[src/rtl/round_ne_stage_pkg.sv]
// Shared types for the rounding stage of the floating-point/posit adder datapath.
// Rounding mode is carried per beat alongside the aligned mantissa.
package round_ne_stage_pkg;

    typedef enum logic {
        RND_RNE = 1'b0,
        RND_RTZ = 1'b1
    } round_mode_t;

endpackage

[src/rtl/round_ne_stage.sv]
// Two-stage valid/ready rounding stage: S1 decides the round-up and adds it,
// S2 renormalises on carry-out and saturates when the exponent would overflow.
module round_ne_stage
    import round_ne_stage_pkg::*;
#(
    parameter int unsigned DATA_WIDTH = 24,
    parameter int unsigned EXP_WIDTH  = 8
) (
    input  logic                  clk,
    input  logic                  rst_n,
    input  logic                  in_valid_i,
    output logic                  in_ready_o,
    input  logic [DATA_WIDTH-1:0] mant_i,
    input  logic                  guard_i,
    input  logic                  sticky_i,
    input  logic [EXP_WIDTH-1:0]  exp_i,
    input  logic                  rnd_mode_i,
    output logic                  out_valid_o,
    input  logic                  out_ready_i,
    output logic [DATA_WIDTH-1:0] mant_o,
    output logic [EXP_WIDTH-1:0]  exp_o,
    output logic                  inexact_o,
    output logic                  ovf_o
);

    function automatic logic round_up_f(input logic [DATA_WIDTH-1:0] mant,
                                        input logic guard,
                                        input logic sticky,
                                        input round_mode_t mode);
        return (mode == RND_RNE) ? (guard & (sticky | mant[0])) : 1'b0;
    endfunction

    logic                  s1_valid_q;
    logic [DATA_WIDTH:0]   s1_sum_q;
    logic [EXP_WIDTH-1:0]  s1_exp_q;
    logic                  s1_inexact_q;

    logic                  s2_valid_q;
    logic [DATA_WIDTH-1:0] s2_mant_q;
    logic [EXP_WIDTH-1:0]  s2_exp_q;
    logic                  s2_inexact_q;
    logic                  s2_ovf_q;

    logic                  s1_adv;
    logic                  s2_adv;
    logic                  in_fire;
    logic                  round_up;
    logic [DATA_WIDTH:0]   sum_d;
    logic [DATA_WIDTH-1:0] mant_d;
    logic [EXP_WIDTH-1:0]  exp_d;
    logic                  ovf_d;

    assign s2_adv     = !s2_valid_q | out_ready_i;
    assign s1_adv     = !s1_valid_q | s2_adv;
    assign in_ready_o = s1_adv;
    assign in_fire    = in_valid_i & s1_adv;

    always_comb begin
        round_up = round_up_f(mant_i, guard_i, sticky_i, round_mode_t'(rnd_mode_i));
        sum_d    = {1'b0, mant_i} + {{DATA_WIDTH{1'b0}}, round_up};
    end

    // Carry-out only happens for an all-ones mantissa, so the result is exactly 1.0.
    always_comb begin
        mant_d = s1_sum_q[DATA_WIDTH-1:0];
        exp_d  = s1_exp_q;
        ovf_d  = 1'b0;
        if (s1_sum_q[DATA_WIDTH]) begin
            if (s1_exp_q == {EXP_WIDTH{1'b1}}) begin
                mant_d = {DATA_WIDTH{1'b1}};
                exp_d  = {EXP_WIDTH{1'b1}};
                ovf_d  = 1'b1;
            end else begin
                mant_d = {1'b1, {(DATA_WIDTH-1){1'b0}}};
                exp_d  = s1_exp_q + EXP_WIDTH'(1);
            end
        end
    end

    always_ff @(posedge clk or negedge rst_n) begin
        if (!rst_n) begin
            s1_valid_q   <= 1'b0;
            s1_sum_q     <= '0;
            s1_exp_q     <= '0;
            s1_inexact_q <= 1'b0;
        end else begin
            if (s1_adv) begin
                s1_valid_q <= in_valid_i;
            end
            if (in_fire) begin
                s1_sum_q     <= sum_d;
                s1_exp_q     <= exp_i;
                s1_inexact_q <= guard_i | sticky_i;
            end
        end
    end

    always_ff @(posedge clk or negedge rst_n) begin
        if (!rst_n) begin
            s2_valid_q   <= 1'b0;
            s2_mant_q    <= '0;
            s2_exp_q     <= '0;
            s2_inexact_q <= 1'b0;
            s2_ovf_q     <= 1'b0;
        end else begin
            if (s2_adv) begin
                s2_valid_q <= s1_valid_q;
            end
            if (s2_adv && s1_valid_q) begin
                s2_mant_q    <= mant_d;
                s2_exp_q     <= exp_d;
                s2_inexact_q <= s1_inexact_q;
                s2_ovf_q     <= ovf_d;
            end
        end
    end

    assign out_valid_o = s2_valid_q;
    assign mant_o      = s2_mant_q;
    assign exp_o       = s2_exp_q;
    assign inexact_o   = s2_inexact_q;
    assign ovf_o       = s2_ovf_q;

endmodule
[config.mk]
export PLATFORM = sky130hd
export DESIGN_NAME = round_ne_stage
export DESIGN_NICKNAME = d
export VERILOG_FILES = /design/src/rtl/round_ne_stage_pkg.sv /design/src/rtl/round_ne_stage.sv
export SDC_FILE = /design/constraint.sdc
export NUM_CORES = 1
export LEC_CHECK = 0
export CELL_PAD_IN_SITES_DETAIL_PLACEMENT = 1
export CELL_PAD_IN_SITES_GLOBAL_PLACEMENT = 1
export CORE_MARGIN = 1
export CORE_UTILIZATION = 38
export CTS_CLUSTER_SIZE = 20
export DETAILED_ROUTE_END_ITERATION = 10
export PLACE_DENSITY_LB_ADDON = 0.1
export SETUP_SLACK_MARGIN = 0.15
export SYNTH_ARGS = -nofsm -noshare
export SYNTH_HDL_FRONTEND = slang
export SYNTH_SLANG_ARGS = --single-unit
[constraint.sdc]
create_clock -name clk -period 2.1 [get_ports clk]
set_input_delay 0.42 -clock clk [delete_from_list [all_inputs] [get_ports clk]]
set_output_delay 0.42 -clock clk [all_outputs]
set_load 0.005 [all_outputs]
* Word-level counts from Yosys, hierarchy flattened
Index checks and enable logic that the tools add are counted.
** Word-level totals
- Word-level logic and storage cells :: 28
- Memories kept :: 0
- RAM bits :: 0
- Bits in read-only memories :: 0
- Flip-flop bits (word level) :: 70
- Bits in latches :: 0
- Input bits :: 39
** Cells by class
- Equal/unequal tests :: 1
- Mux-type cells :: 7
- Div/mod/pow operators :: 0
- Bitwise operators :: 6
- $lt $le $gt $ge :: 0
- Reduce and logical (&&, ||, !) cells :: 3
- Multipliers :: 0
- Add/sub/neg operators :: 2
- Shift-type cells :: 0
** Operator list (number)
- $add A24 B1 Y25 :: 1
- $mux W24 :: 1
- $mux W23 :: 1
- $mux W8 :: 2
- $add A8 B1 Y8 const B :: 1
- $eq A8 B8 Y1 const B :: 1
- $or A1 B1 Y1 :: 4
- $mux W1 :: 3
- $and A1 B1 Y1 :: 2
- $logic_not A1 Y1 :: 2
- $logic_and A1 B1 Y1 :: 1

* Depth between registers and ports, before layout
- Word-level depth :: 4
- Mapped depth :: 8

* Least setup slack after synthesis
Ideal clock, no wire load.
- Path kind :: in2reg
- From :: in sticky_i
- To :: reg s1_sum_q[24]
- Data arrival time :: 2.043 ns
- Library setup time :: 0.074 ns
- Stages on the path :: 8
- Setup slack :: -0.017 ns
- Buffers on the path :: 0
- Cells stage by stage :: nor2_1 nor3b_1 ha_1 ha_1 nand4_2 nor4_4 or3b_1 o21ai_2
** On the way
- Longest elaborated chain between the ends :: 4
** RTL lines
- start, declared :: line round_ne_stage.sv:15 : input logic sticky_i,
- $or A1 B1 Y1 :: line round_ne_stage.sv:30 : return (mode == RND_RNE) ? (guard & (sticky | mant[0])) : 1'b0;
- $and A1 B1 Y1 :: line round_ne_stage.sv:30
- $mux W1 :: line round_ne_stage.sv:30
- $add A24 B1 Y25 :: line round_ne_stage.sv:60 : sum_d = {1'b0, mant_i} + {{DATA_WIDTH{1'b0}}, round_up};
- end signal, assigned :: line round_ne_stage.sv:91 : s1_sum_q <= sum_d;
- end, declared :: line round_ne_stage.sv:34 : logic [DATA_WIDTH:0] s1_sum_q;
No other way between the ends.
A chain may end at the register's enable or synchronous reset.

* Worst setup path after layout
- From :: in guard_i
- To :: reg s1_sum_q[6]
** On the way
- Longest elaborated chain between the ends :: 3
** RTL lines
- start, declared :: line round_ne_stage.sv:14 : input logic guard_i,
- $and A1 B1 Y1 :: line round_ne_stage.sv:30
- $mux W1 :: line round_ne_stage.sv:30
- $add A24 B1 Y25 :: line round_ne_stage.sv:60
No other way between the ends.

==> run metrics <==
first-pass GRT wire length between 15000 and 20000 microns; Hold Buf Count CTS 0; area grow syn2layout 38.9%; skew final approximately 8.1 ps; Hold Fails Final Rpt 0; clock root cell clkbuf_8; placed cell areas 4520 sq um; Core Box Area between 8000 and 9000 sq um; Pwr Density about 760 nW/um^2; vias in the first global route about 3200; EDFF count, synth 0; critical path required time roughly 2300 ps; vias slightly above 3000; placer congestion estimate roughly 0.8; Fin Setup TNS 0 ps; FMAX 0.523 GHz; post-layout util between 50% and 60%; Static Leak 2.07 nW; GR Overflow Total 0; DIE WIDTH between 90 and 100 microns; Post-synth ARST share 100%; Mapped Area roughly 3400 sq um; worst hold path type in -> async; relative slew slack between 60% and 70%; initial antenna violation count 0; Placed Cells 560; DR DRC count 0; crit path kind in -> reg; placement row count 34; Critical Path AT 2140 ps; Post-Route WL 9500 microns; CTS tree yes; Mapped Cells ~370; Setup crit start kind input port; diodes inserted 0; outcome finished clean; IO buf count 74; H-tree depth 3; layout cells sized above 1 approximately 14%; dpl hpwl 6940 microns; # setup viols final 0; worst slew pin tran 512 ps; Peak supply drop around 0.0003 V; Crit. End Element register; largest net degree at the start of global routing 67; RSZ-0062 raised after global routing true; maximum root-to-sink buffer count 2; Max Cap Viol 0; DR WL/cell about 16 microns; most common cell after layout, fill and taps aside nand2_1; Post-Syn Nets between 400 and 500; sequential cell area fraction in the yosys report around 51%; post-layout instance area approximately 4800 sq um; minimum clock period between 1500 and 2000 ps; Clk pin slew, worst setup/hold paths approximately 80 ps; CTS buffer count 9; initial DRC count 98; IO Pins 75; final net count 512; die area about 9500 sq um; R2R Setup Slk between 200 and 300 ps; commonest non-fill, non-tap cells in the layout nand2_1, dfrtp_1, clkdlybuf4s50_1; Initial Util between 30% and 40%; fin crit share about nine tenths; Clock Latency Late Sink approximately 350 ps; Overall Global Routing Usage 21.7%; clock sink total 70; main flop type after synthesis dfrtp_1; final slew viol count 0; DRT antenna net count 0; Pre-antenna DRT Iters 4; DR vias/cell roughly 5.2; Cell Count, Final, Fillers Out 582; Worst Path Max Fanout 3; Ys Warns 0; die height just under 100 microns; flops & latches, synth 70; syn_area_per_cell roughly 9.3 sq um; synth unique cells 37
==> cell usage after synthesis, types with 4 or more instances <==
library cell,instances,area [sq um]
o21ai_0,29,145
nor3_1,5,25.0
nand2b_1,4,25.0
o211ai_1,8,60.1
ha_1,4,50.1
nand2_1,85,319
clkbuf_1,15,56.3
nand3_1,10,50.1
dfrtp_1,70,1750
inv_1,30,113
o311ai_0,22,193
a31oi_1,7,43.8
nand4_1,11,68.8
xnor2_1,10,87.6
xor2_1,6,52.6
and3_1,4,25.0
or3_1,4,25.0
and2_1,4,25.0
nor2_1,11,41.3
buf_2,4,20.0
==> final timing paths <==
check | from | to | depth (start not counted)
setup reg to reg | s1_exp_q[0] | mant_o[11] | 5
max in group asynchronous | rst_n | mant_o[11] | 2
min in group clk | sticky_i | s1_inexact_q | 3
hold reg to reg | s1_inexact_q | s1_inexact_q | 2
setup / recovery | guard_i | s1_sum_q[6] | 11
hold / removal | rst_n | mant_o[3] | 1
==> layer usage <==
layer  global-route usage (%)  part of all wire (%)
met4                     6.79                   1.1
met1                     29.1                    47
met5                        0                     0
met2                     36.0                    48
met3                     3.74                   3.7
==> kinds of logic after synthesis <==
kind of cell | share of synthesized area [%]
and+or+nand+nor | 22.5
AOI/OAI and AO/OA | 14.3
DFF | 50.8
buffers and inverters | 5.59
xor gates and xnor gates | 4.07
muxes | 1.20
adders and majority gates | 1.45
==> critical path, stage by stage <==
cell and delay [ps]:
dlygate4sd2_1 240, nor3b_2 150, buf_4 150, ha_4 160, ha_4 170, buf_4 130, buf_4 130, and4_1 240
nand2_1 100, xor2_1 160, o21ai_0 100
==> report_power, final <==
| part | leakage (nW) | total [mW] | switching, mW | internal, mW |
|---|---|---|---|---|
| combinational | 1.12 | 0.836 | 0.363 | 0.472 |
| clock | 0.0955 | 1.12 | 0.540 | 0.582 |
| sequential | 0.854 | 1.70 | 0.135 | 1.57 |
| total | 2.07 | 3.66 | 1.04 | 2.62 |
==> state kept, by name, summed over array words and instances, names as in the netlist <==
signal,count
s1_exp_q,8
ovf_o,1
out_valid_o,1
s1_inexact_q,1
s1_valid_q,1
s1_sum_q,25
mant_o,24
exp_o,8
inexact_o,1
==> area by class of cell <==
| type | instances | area [sq um] |
|---|---|---|
| inverter | 30 | 113 |
| multi-input combinational | 249 | 1550 |
| sequential | 70 | 1750 |
| tap | 108 | 135 |
| timing repair buffer | 109 | 1040 |
| fill | 997 | 3980 |
| clock buffer | 11 | 141 |
| clock inverter | 5 | 58.8 |
==> stage by stage <==
step	setup slack (ps)	power, mW	hold WS (ps)
global placement	-408	2.53	414
detailed placement	-529	2.57	418
global route	134	3.87	50.6
CTS	192	3.72	30.2
finish	187	3.66	33.1
floorplan	178	2.01	124
==> repair_timing <==
item,in CTS,in global routing
pin swaps,5,4
buffers inserted,3,3
resized for setup,9,6
endpoints found under the hold margin,0,0
endpoints found under the setup margin,22,13
Note: power is estimated with default switching activity, not from simulation.
